[src/rtl/ringbuf_reader.sv]
// Consumer side of the one-hot ring buffer: pops head entries into a 2-deep
// registered output queue that feeds a valid/ready stream.
module ringbuf_reader #(
  parameter int WIDTH = 4,
  parameter int CNTW  = 16
) (
  input  logic             i_clk,
  input  logic             i_rst,
  input  logic             i_empty,
  input  logic             i_overflow,
  input  logic [WIDTH-1:0] i_data,
  output logic             o_re,
  output logic             o_valid,
  output logic [WIDTH-1:0] o_data,
  input  logic             i_ready,
  input  logic             i_flush,
  output logic             o_err,
  output logic [CNTW-1:0]  o_count
);

  logic [1:0][WIDTH-1:0] q_reg, q_next;
  logic [1:0]            cnt_reg, cnt_next;
  logic                  err_reg;
  logic [CNTW-1:0]       popcnt_reg;
  logic                  enq, deq;

  assign o_valid = (cnt_reg != 2'd0);
  assign o_data  = q_reg[0];
  assign o_err   = err_reg;
  assign o_count = popcnt_reg;
  assign deq     = o_valid & i_ready;

  // A full queue can still pop when the head entry leaves this cycle.
  assign o_re = ~i_rst & ~i_empty & ~i_flush & ~i_overflow &
                ((cnt_reg != 2'd2) | deq);
  assign enq  = o_re;

  always_comb begin
    q_next   = q_reg;
    cnt_next = cnt_reg;
    if (i_flush) begin
      cnt_next = 2'd0;
    end else begin
      case ({enq, deq})
        2'b10: begin
          q_next[cnt_reg[0]] = i_data;
          cnt_next           = cnt_reg + 2'd1;
        end
        2'b01: begin
          q_next[0] = q_reg[1];
          cnt_next  = cnt_reg - 2'd1;
        end
        2'b11: begin
          if (cnt_reg == 2'd2) begin
            q_next[0] = q_reg[1];
            q_next[1] = i_data;
          end else begin
            q_next[0] = i_data;
          end
        end
        default: ;
      endcase
    end
  end

  generate
    for (genvar gi = 0; gi < 2; gi++) begin : g_entry
      always_ff @(posedge i_clk or posedge i_rst) begin
        if (i_rst) q_reg[gi] <= '0;
        else       q_reg[gi] <= q_next[gi];
      end
    end
  endgenerate

  always_ff @(posedge i_clk or posedge i_rst) begin
    if (i_rst) begin
      cnt_reg    <= 2'd0;
      err_reg    <= 1'b0;
      popcnt_reg <= '0;
    end else begin
      cnt_reg <= cnt_next;
      if (i_overflow) err_reg <= 1'b1;
      if (o_re) popcnt_reg <= popcnt_reg + 1'b1;
    end
  end

endmodule

[config.mk]
export PLATFORM = sky130hd
export DESIGN_NAME = ringbuf_reader
export DESIGN_NICKNAME = d
export VERILOG_FILES = /design/src/rtl/ringbuf_reader.sv
export SDC_FILE = /design/constraint.sdc
export NUM_CORES = 1
export LEC_CHECK = 0
export CAP_MARGIN = 20
export CORE_UTILIZATION = 38
export CTS_BUF_LIST = sky130_fd_sc_hd__clkbuf_2
export CTS_CLUSTER_DIAMETER = 120
export DETAILED_ROUTE_END_ITERATION = 6
export PLACE_DENSITY = 0.64
export SLEW_MARGIN = 20
export SYNTH_ARGS = -nofsm -noshare
export SYNTH_HDL_FRONTEND = slang
export SYNTH_SLANG_ARGS = --single-unit
[constraint.sdc]
create_clock -name i_clk -period 3.02 [get_ports i_clk]
set_input_delay 0.453 -clock i_clk [delete_from_list [all_inputs] [get_ports i_clk]]
set_output_delay 0.453 -clock i_clk [all_outputs]
set_load 0.01 [all_outputs]
==> results of run 1 <==
## layout by cell type (no fill, tap or decap), drive strengths merged
master         count
a32oi              3
nor3               2
nand4b             1
dfrtp             27
or2                2
nor4               4
nand2              6
mux2               8
and2b              1
mux2i              4
xor2               6
clkinv             1
nand4              3
nand3              6
o21ai              6
nor2               3
or4                1
nor3b              1
a21oi              7
and2               1
nor2b              3
ha                 1
and4               1
inv                2
clkdlybuf4s50     32
nand2b             2
buf                4
clkbuf             3
and3               5
xnor2              9
a31o               1
## metrics by stage
| stage | utilization (%) | power, uW | instance area [um2] | setup slack (ps) | cells |
|---|---|---|---|---|---|
| 2_1_floorplan | - | 550 | 1380 | 1160 | 123 |
| 3_3_place_gp | 50.9 | 643 | 1740 | 304 | 198 |
| 3_5_place_dp | 50.9 | 651 | 1740 | 279 | 198 |
| 4_1_cts | 51.5 | 791 | 1760 | 285 | 202 |
| 5_1_grt | 51.5 | 826 | 1760 | 245 | 202 |
| 6_report | 51.5 | 783 | 1760 | 303 | 202 |
## per-layer routing
metal	part of all wire (%)	up-vias	track usage, %
met5	0	-	0
met4	2.1	0	6.40
met3	3.7	7	2.57
met2	48	36	26.2
met1	47	528	19.8
li1	-	507	-
## final cells by class
| type | count | area [um2] |
|---|---|---|
| clock buffer | 3 | 15.0 |
| clock inverter | 1 | 5.00 |
| fill | 320 | 1660 |
| inverter | 2 | 7.51 |
| multi-input combinational | 87 | 647 |
| sequential | 27 | 676 |
| tap | 46 | 57.6 |
| timing repair buffer | 36 | 350 |
## logic make-up (layout without fill, tap and decap cells)
kind of cell	count (synthesis)	in the layout	synth area share [%]
adder cells (fa/ha/maj)	1	1	0.907
AND/OR/NAND/NOR	42	42	19.8
buffers and inverters	9	42	4.08
XOR/XNOR	15	15	9.53
flip-flops	27	27	49.0
multiplexers	12	12	9.44
AO/OA/AOI/OAI	17	17	7.26
## power breakdown
part / internal, uW / switching (uW)
combinational: 117 / 78.3
clock: 30.0 / 112
sequential: 402 / 43.3
total: 549 / 234
## path summary, 6_finish.rpt
path	from	end	slack, ps	cells after the start
worst max-delay path	i_overflow	o_re	300	4
worst min register to register	o_count[15]	o_count[15]	500	1
worst max register to register	cnt_reg[1]	o_count[14]	1220	5
max in group asynchronous	i_rst	o_count[6]	2250	3
min in group asynchronous	i_rst	cnt_reg[1]	510	3
worst min-delay path	o_count[15]	o_count[15]	500	1
==> impl_table.tex, run 1 <==
\begin{tabular}{lr}
\hline
Metric & Value \\
\hline
\multicolumn{2}{l}{\textbf{Yosys}} \\
Number of synthesized register bits & 27 \\
Yosys warns & 0 \\
Cell area after synthesis & 1380 um2 \\
Async S/R FF share, synth & 100\% \\
Yosys top cell area share & 49.0\% \\
Number of enable-type register cells in the synthesized netlist & 0 \\
Leading cell types by count after synthesis & sky130\_fd\_sc\_hd\_\_dfrtp\_1 (27), sky130\_fd\_sc\_hd\_\_xnor2\_1 (9), sky130\_fd\_sc\_hd\_\_mux2\_2 (8), sky130\_fd\_sc\_hd\_\_a21oi\_1 (7) \\
Average cell area after synthesis & 11.2 um2 \\
Most frequently used cell type in the post-synthesis netlist & sky130\_fd\_sc\_hd\_\_dfrtp\_1 \\
Number of distinct library cells after synthesis & 33 \\
Post-Syn Instances & 123 \\
Mapped Nets & 134 \\
Cells taking the most area after synthesis & sky130\_fd\_sc\_hd\_\_dfrtp\_1 (49\%), sky130\_fd\_sc\_hd\_\_mux2\_2 (6.5\%), sky130\_fd\_sc\_hd\_\_xnor2\_1 (5.7\%) \\
Cell taking the most area after synthesis & sky130\_fd\_sc\_hd\_\_dfrtp\_1 \\
Post-synthesis sequential area ratio & 49.0\% \\
Most common flop cell mapped by yosys & sky130\_fd\_sc\_hd\_\_dfrtp\_1 \\
\multicolumn{2}{l}{\textbf{CTS}} \\
CTS Hold Bufs & 0 \\
Clock Path Buffers & 2 \\
Quantity of gates resized following cts & 0 \\
Post-CTS Setup Repair Bufs & 0 \\
Clock Root Buffer & sky130\_fd\_sc\_hd\_\_clkbuf\_2 \\
H-tree depth reported by CTS & 1 \\
CTS sink cnt & 27 \\
CTS tree & done \\
Clock network latency to the later pin of the worst-skew pair & 370 ps \\
Total clock buffers created by CTS & 3 \\
Clock slew seen by the registers of the worst setup and hold paths & 270 ps \\
\multicolumn{2}{l}{\textbf{Layout}} \\
Fraction of layout instances using a drive strength above 1 & 15.4\% \\
Antenna diode count & 0 \\
Area grow syn2layout & 27.5\% \\
Net count reported at finish & 168 \\
Largest register FFs & 16 \\
\multicolumn{2}{l}{\textbf{Routing}} \\
Via-to-Cell Ratio & 5.34 \\
Total length of routed wires & 2.70 mm \\
Average routed wire per standard cell & 13.4 um \\
Total number of vias & 1078 \\
Remaining number of nets flagged by the antenna check after routing & 0 \\
DRC marker count from the first detailed-route iteration & 50 \\
\# DRC & 0 \\
DR pass1 iterations & 4 \\
\multicolumn{2}{l}{\textbf{Floorplan}} \\
Die area & 3870 um2 \\
Core Box Area & 3420 um2 \\
I/O pin count & 33 \\
Initial core utilization & 40.4\% \\
Horizontal die dimension & 62.2 um \\
Cell row count & 21 \\
Die H & 62.2 um \\
\multicolumn{2}{l}{\textbf{Timing}} \\
Final slew viol count & 0 \\
Transition time at the pin with the least slew margin & 482 ps \\
Headroom to the max-slew limit & 67.0\% \\
Period utilisation layout & 90.0\% \\
Setup TNS after final layout & 0 ps \\
Setup repair after global routing missed its margin & no \\
Worst clock skew on the final layout & 13.0 ps \\
Time the final worst path needs with I/O delays and setup & 2720 ps \\
Worst-case hold slack & 496 ps \\
Final Hold Viols & 0 \\
Setup Viol. Count Final & 0 \\
F\_max & 0.368 GHz \\
\multicolumn{2}{l}{\textbf{Critical path}} \\
Type of element capturing the critical path & output port \\
Maximum single-stage delay on the critical path & 640 ps \\
Cells traversed along the worst timing path & clkdlybuf4s50\_1, or4\_4, nor2\_2, clkdlybuf4s50\_1 \\
Arrival time reported for the critical path endpoint & 2260 ps \\
Cell mode on critical path & sky130\_fd\_sc\_hd\_\_clkdlybuf4s50\_1 \\
Cell with the largest stage delay on the worst path & sky130\_fd\_sc\_hd\_\_or4\_4 \\
Crit-path max FO & 7 \\
Required time of the worst setup path & 2570 ps \\
Family with the most delay on the worst path & buffers and inverters \\
Crit Path Category & in -> out \\
Critical path launch point type & input port \\
Number of buffers and inverters on the critical path & 2 \\
\multicolumn{2}{l}{\textbf{Global routing}} \\
Global-route wire length before repair & 4.82 mm \\
Global-route total usage across every layer & 15.6\% \\
Initial antenna violation count & 0 \\
Total congestion overflow after global routing & 0 \\
Number of global-route vias before repair & 1063 \\
Largest net degree at the start of global routing & 28 \\
\multicolumn{2}{l}{\textbf{Flow run}} \\
Max-cap viol count & 0 \\
\multicolumn{2}{l}{\textbf{Place}} \\
Port-buffer cells & 32 \\
Placer congestion estimate & 0.832 \\
DPL Wire Length & 1.99 mm \\
\multicolumn{2}{l}{\textbf{Pwr}} \\
Worst vdd ir & 0.000230 V \\
LEAKAGE & 0.000762 uW \\
Pwr per Cell Area & 445 nW/um2 \\
\multicolumn{2}{l}{\textbf{Run status}} \\
Status & complete, no violations \\
\multicolumn{2}{l}{\textbf{Min path}} \\
Class of the tightest hold or removal check & reg -> reg \\
\hline
\end{tabular}
Power figures use the tool's default switching activity.
==> inputs of run 2 (changes only) <==
- PLACE_DENSITY: 0.64 -> not set
==> impl_table.tex, run 2 (synthesis results as in run 1) <==
\begin{tabular}{lr}
\hline
Metric & Value \\
\hline
\multicolumn{2}{l}{\textbf{Pwr}} \\
LEAKAGE & 0.000761 uW (about the same) \\
Worst vdd ir & 0.000305 V (+33\%) \\
Pwr per Cell Area & 443 nW/um2 (-0.48\%) \\
\multicolumn{2}{l}{\textbf{Floorplan}} \\
Initial core utilization & 40.4\% (unchanged) \\
Cell row count & 21 (unchanged) \\
Core Box Area & 3420 um2 (unchanged) \\
I/O pin count & 33 (unchanged) \\
Die area & 3870 um2 (unchanged) \\
Die H & 62.2 um (unchanged) \\
Horizontal die dimension & 62.2 um (unchanged) \\
\multicolumn{2}{l}{\textbf{Place}} \\
Post-placement setup slack & 267 ps (-12.6 ps) \\
Placed standard-cell area & 1740 um2 (unchanged) \\
Placer congestion estimate & 0.839 (+0.81\%) \\
Port-buffer cells & 32 (unchanged) \\
DPL Wire Length & 2.13 mm (+6.7\%) \\
\multicolumn{2}{l}{\textbf{Layout}} \\
Leading cell types in the layout, fill and taps excluded & sky130\_fd\_sc\_hd\_\_clkdlybuf4s50\_1 (32), sky130\_fd\_sc\_hd\_\_dfrtp\_1 (27), sky130\_fd\_sc\_hd\_\_xnor2\_1 (9) \\
Largest register FFs & 16 (unchanged) \\
Final instance area & 1760 um2 (unchanged) \\
Fraction of layout instances using a drive strength above 1 & 15.4\% (unchanged) \\
Net count reported at finish & 168 (unchanged) \\
Final-layout fill cell count & 338 (+5.6\%) \\
Sequential cell area & 676 um2 (unchanged) \\
Antenna diode count & 0 (unchanged) \\
Area grow syn2layout & 27.5\% (unchanged) \\
Multi-input combinational cell area & 647 um2 (unchanged) \\
Most frequent standard cell in the layout excluding fill and tap cells & sky130\_fd\_sc\_hd\_\_clkdlybuf4s50\_1 \\
\multicolumn{2}{l}{\textbf{Routing}} \\
Via-to-Cell Ratio & 5.26 (-1.4\%) \\
Total number of vias & 1063 (-1.4\%) \\
Remaining number of nets flagged by the antenna check after routing & 0 (unchanged) \\
DRC marker count from the first detailed-route iteration & 41 (-18\%) \\
Average routed wire per standard cell & 13.7 um (+2.7\%) \\
\# DRC & 0 (unchanged) \\
Total length of routed wires & 2.77 mm (+2.7\%) \\
DR pass1 iterations & 4 (unchanged) \\
\multicolumn{2}{l}{\textbf{Critical path}} \\
Crit Path Category & in -> out \\
Arrival time reported for the critical path endpoint & 2300 ps (+40 ps) \\
Required time of the worst setup path & 2570 ps (about the same) \\
Type of element capturing the critical path & output port \\
Critical path launch point type & input port \\
Crit-path max FO & 7 (unchanged) \\
\multicolumn{2}{l}{\textbf{Timing}} \\
Final Hold Viols & 0 (unchanged) \\
Setup TNS after final layout & 0 ps (unchanged) \\
Setup repair after global routing missed its margin & no \\
Worst clock skew on the final layout & 10.1 ps (-2.84 ps) \\
Transition time at the pin with the least slew margin & 610 ps (+128 ps) \\
Final worst setup slack & 271 ps (-31.6 ps) \\
Time the final worst path needs with I/O delays and setup & 2750 ps (+31.6 ps) \\
Final slew viol count & 0 (unchanged) \\
F\_max & 0.364 GHz (-1.2\%) \\
Headroom to the max-slew limit & 59.3\% (-7.7 points) \\
Period utilisation layout & 91.0\% (+1.0 points) \\
Setup Viol. Count Final & 0 (unchanged) \\
\multicolumn{2}{l}{\textbf{CTS}} \\
Total clock buffers created by CTS & 3 (unchanged) \\
Post-CTS Setup Repair Bufs & 0 (unchanged) \\
Clock network latency to the later pin of the worst-skew pair & 360 ps (about the same) \\
Clock Path Buffers & 2 (unchanged) \\
CTS Hold Bufs & 0 (unchanged) \\
H-tree depth reported by CTS & 1 (unchanged) \\
CTS sink cnt & 27 (unchanged) \\
Quantity of gates resized following cts & 0 (unchanged) \\
CTS tree & done \\
Clock Root Buffer & sky130\_fd\_sc\_hd\_\_clkbuf\_2 \\
Clock slew seen by the registers of the worst setup and hold paths & 240 ps (-30 ps) \\
\multicolumn{2}{l}{\textbf{Global routing}} \\
Largest net degree at the start of global routing & 21 (-25\%) \\
Total congestion overflow after global routing & 0 (unchanged) \\
Global-route wire length before repair & 4.96 mm (+3.0\%) \\
Number of global-route vias before repair & 1103 (+3.8\%) \\
Initial antenna violation count & 0 (unchanged) \\
Global-route total usage across every layer & 15.9\% (+0.33 points) \\
\multicolumn{2}{l}{\textbf{Min path}} \\
Class of the tightest hold or removal check & in -> async \\
\multicolumn{2}{l}{\textbf{Run status}} \\
Status & complete, no violations \\
\multicolumn{2}{l}{\textbf{Flow run}} \\
Max-cap viol count & 0 (unchanged) \\
\hline
\end{tabular}
[run 2: routing by layer]
metal  up-vias  track usage (%)  routed length, um  part of all wire [%]
li1        504                -                  -                     -
met1       530             18.8               1150                    42
met2        27             29.1               1500                    54
met3         2             3.31                 99                   3.6
met4         0             4.07                 21                  0.76
met5         -                0                  0                     0
[run 2: final timing paths]
path,startpoint,end,slack [ps],cells past startpoint
worst max-delay path,i_overflow,o_re,270,4
worst min-delay path,i_rst,o_err,410,2
worst max register to register,cnt_reg[0],o_data[1],1280,3
worst min register to register,o_count[15],o_count[15],490,1
max in group asynchronous,i_rst,o_data[0],2070,3
min in group i_clk,o_count[15],o_count[15],490,1
[run 2: metrics by stage]
stage	utilization [%]	hold slack (ps)	std cells	total power (uW)
floorplan	-	474	123	550
global placement	50.9	452	198	645
detailed placement	50.9	458	198	652
CTS	51.5	406	202	790
global route	51.5	426	202	825
finish	51.5	410	202	779
[run 2: layout make-up]
| cell class | count | share of cell area [%] |
|---|---|---|
| flip-flops and latches | 27 | 38.4 |
| multi-input cells | 87 | 36.8 |
| repair buffers | 36 | 19.9 |
| well taps | 46 | 3.27 |
| clock buffers | 3 | 0.854 |
| inverters | 2 | 0.427 |
| clock inverters | 1 | 0.285 |
[run 2: report_power, final]
part	leakage [uW]	switching, uW	internal (uW)
Combinational	0.000388	78.3	117
Clock	0.0000164	108	30.0
Sequential	0.000357	43.3	402
[run 2: worst max-delay path, cell delays in order]
cell	delay (ps)
sky130_fd_sc_hd__clkdlybuf4s50_1	470
sky130_fd_sc_hd__or4_4	650
sky130_fd_sc_hd__nor2_2	170
sky130_fd_sc_hd__clkdlybuf4s50_1	560
==> inputs of run 3 (changes only) <==
- DONT_BUFFER_PORTS: not set -> 1
- GPL_ROUTABILITY_DRIVEN: not set -> 0
==> impl_table.tex, run 3 (synthesis results as in run 1) <==
\begin{tabular}{lr}
\hline
Metric & Value \\
\hline
\multicolumn{2}{l}{\textbf{Place}} \\
DPL Wire Length & 1.95 mm (-8.2\%) \\
Placed Cells incl. Taps & 162 (-18\%) \\
Post-placement setup slack & 1110 ps (+847 ps) \\
Port-buffer cells & 0 (-100\%) \\
\multicolumn{2}{l}{\textbf{CTS}} \\
Clock Root Buffer & sky130\_fd\_sc\_hd\_\_clkbuf\_2 \\
Post-CTS Setup Repair Bufs & 0 (unchanged) \\
Clock Path Buffers & 2 (unchanged) \\
CTS sink cnt & 27 (unchanged) \\
Clock network latency to the later pin of the worst-skew pair & 350 ps (about the same) \\
CTS tree & done \\
Clock slew seen by the registers of the worst setup and hold paths & 270 ps (+30 ps) \\
Quantity of gates resized following cts & 0 (unchanged) \\
H-tree depth reported by CTS & 1 (unchanged) \\
Total clock buffers created by CTS & 3 (unchanged) \\
\multicolumn{2}{l}{\textbf{Timing}} \\
Worst clock skew on the final layout & 7.81 ps (-2.32 ps) \\
Setup repair after global routing missed its margin & no \\
Final Hold Viols & 0 (unchanged) \\
Worst-case hold slack & 118 ps (-292 ps) \\
Time the final worst path needs with I/O delays and setup & 2040 ps (-710 ps) \\
Period utilisation layout & 67.5\% (-23 points) \\
F\_max & 0.490 GHz (+35\%) \\
Headroom to the max-slew limit & 61.8\% (+2.5 points) \\
Final slew viol count & 0 (unchanged) \\
Setup Viol. Count Final & 0 (unchanged) \\
Final worst setup slack & 981 ps (+710 ps) \\
Setup TNS after final layout & 0 ps (unchanged) \\
Transition time at the pin with the least slew margin & 572 ps (-37.8 ps) \\
\multicolumn{2}{l}{\textbf{Critical path}} \\
Cell with the largest stage delay on the worst path & sky130\_fd\_sc\_hd\_\_dfrtp\_1 \\
Maximum single-stage delay on the critical path & 530 ps (-120 ps) \\
Crit-path max FO & 10 (+3) \\
Arrival time reported for the critical path endpoint & 1590 ps (-710 ps) \\
Crit Path Category & reg -> out \\
Required time of the worst setup path & 2570 ps (about the same) \\
Critical path launch point type & flop \\
Number of buffers and inverters on the critical path & 0 (-2) \\
Family with the most delay on the worst path & simple AND/OR/NAND/NOR gates \\
Type of element capturing the critical path & output port \\
Cells traversed along the worst timing path & nor3b\_1, nor2\_2 \\
\multicolumn{2}{l}{\textbf{Pwr}} \\
Internal power contribution & 482 uW (-12\%) \\
Sequential share of power & 67.4\% (+10 points) \\
Pwr per Cell Area & 482 nW/um2 (+8.7\%) \\
Worst vdd ir & 0.000178 V (-42\%) \\
LEAKAGE & 0.000637 uW (-16\%) \\
Switching power of the nets & 215 uW (-6.4\%) \\
Fraction of power consumed by combinational cells & 11.8\% (-13 points) \\
Switching power share of the total & 30.8\% (+1.4 points) \\
Portion of total power attributed to the clock network & 20.8\% (+3.1 points) \\
\multicolumn{2}{l}{\textbf{Global routing}} \\
Largest net degree at the start of global routing & 28 (+33\%) \\
Global-route wire length before repair & 4.57 mm (-7.9\%) \\
Initial antenna violation count & 0 (unchanged) \\
Total congestion overflow after global routing & 0 (unchanged) \\
Number of global-route vias before repair & 920 (-17\%) \\
Global-route total usage across every layer & 14.6\% (-1.3 points) \\
\multicolumn{2}{l}{\textbf{Run status}} \\
Status & complete, no violations \\
\multicolumn{2}{l}{\textbf{Layout}} \\
Largest register FFs & 16 (unchanged) \\
Final-layout fill cell count & 339 (+0.30\%) \\
Area grow syn2layout & 4.81\% \\
Post-route non-filler standard cell count & 168 (-17\%) \\
Multi-input combinational cell area & 647 um2 (unchanged) \\
Antenna diode count & 0 (unchanged) \\
Leading cell types in the layout, fill and taps excluded & sky130\_fd\_sc\_hd\_\_dfrtp\_1 (27), sky130\_fd\_sc\_hd\_\_xnor2\_1 (9), sky130\_fd\_sc\_hd\_\_mux2\_2 (8) \\
Sequential cell area & 676 um2 (unchanged) \\
Most frequent standard cell in the layout excluding fill and tap cells & sky130\_fd\_sc\_hd\_\_dfrtp\_1 \\
Fraction of layout instances using a drive strength above 1 & 17.2\% (+1.8 points) \\
Net count reported at finish & 134 (-20\%) \\
\multicolumn{2}{l}{\textbf{Routing}} \\
DR pass1 iterations & 4 (unchanged) \\
Via-to-Cell Ratio & 5.46 (+3.8\%) \\
DRC marker count from the first detailed-route iteration & 44 (+7.3\%) \\
Remaining number of nets flagged by the antenna check after routing & 0 (unchanged) \\
\# DRC & 0 (unchanged) \\
Average routed wire per standard cell & 15.7 um (+14\%) \\
Total number of vias & 918 (-14\%) \\
Total length of routed wires & 2.64 mm (-4.8\%) \\
\multicolumn{2}{l}{\textbf{Floorplan}} \\
Die area & 3870 um2 (unchanged) \\
I/O pin count & 33 (unchanged) \\
Horizontal die dimension & 62.2 um (unchanged) \\
Core Box Area & 3420 um2 (unchanged) \\
Cell row count & 21 (unchanged) \\
Initial core utilization & 40.4\% (unchanged) \\
Die H & 62.2 um (unchanged) \\
\multicolumn{2}{l}{\textbf{Min path}} \\
Class of the tightest hold or removal check & in -> reg \\
\multicolumn{2}{l}{\textbf{Flow run}} \\
Max-cap viol count & 0 (unchanged) \\
\hline
\end{tabular}
==> run 3: cell types whose count changed in the layout (fill, tap and decap cells not counted) <==
cell and delta:
sky130_fd_sc_hd__clkinv_2 -1, sky130_fd_sc_hd__inv_1 -1, sky130_fd_sc_hd__clkinv_1 +1, sky130_fd_sc_hd__dlygate4sd3_1 +1, sky130_fd_sc_hd__clkbuf_2 +1, sky130_fd_sc_hd__buf_4 -4
sky130_fd_sc_hd__buf_16 +1, sky130_fd_sc_hd__clkdlybuf4s50_1 -32
==> run 3: cell type report <==
class                      count  share of cell area (%)
sequential                    27                    46.8
multi-input combinational     87                    44.8
tap                           46                    3.98
timing repair buffer           2                    2.60
clock buffer                   4                    1.39
inverter                       2                   0.519
==> run 3: layer usage <==
| metal | up-vias | global-route usage [%] | part of all wire (%) |
|---|---|---|---|
| li1 | 432 | - | - |
| met1 | 455 | 18.0 | 43 |
| met2 | 29 | 24.0 | 50 |
| met3 | 2 | 4.60 | 6.3 |
| met4 | 0 | 5.23 | 0.87 |
| met5 | - | 0 | 0 |
==> run 3: power by group through the flow <==
stage                     Sequential [uW]  Combinational [uW]  Clock (uW)
after global placement                476                73.2           0
after CTS                             471                78.2         146
after global routing                  478                94.7         162
after floorplan                       455                95.2           0
final                                 469                81.9         145
after detailed placement              478                77.8           0
==> run 3: repair_timing <==
item / in CTS / in global routing
endpoints found under the hold margin: 0 / 10
hold buffers: 0 / 1
endpoints found under the setup margin: 0 / 0
==> run 3: worst register-to-register path: cells and delay by family, from the launching register on <==
| family | cells | cell delay [ps] |
|---|---|---|
| flip-flops | 1 | 520 |
| multiplexers | 2 | 810 |
| AND/OR/NAND/NOR | 1 | 390 |
==> run 3: final timing paths <==
path	cells after the start	slack, ps	start	to
worst max register to register	3	1220	cnt_reg[1]	o_data[0]
worst max-delay path	2	980	cnt_reg[0]	o_re
worst min register to register	1	550	q_reg[7]	q_reg[7]
max in group asynchronous	3	2180	i_rst	o_count[14]
worst min-delay path	1	120	i_flush	cnt_reg[1]
min in group asynchronous	2	450	i_rst	o_err
==> run 3: stage by stage <==
step                      area, um2  total power (uW)  util, %
after detailed placement       1390               556     40.6
after floorplan                1380               550        -
after CTS                      1410               696     41.2
after global routing           1450               735     42.3
final                          1450               696     42.3
after global placement         1390               549     40.6
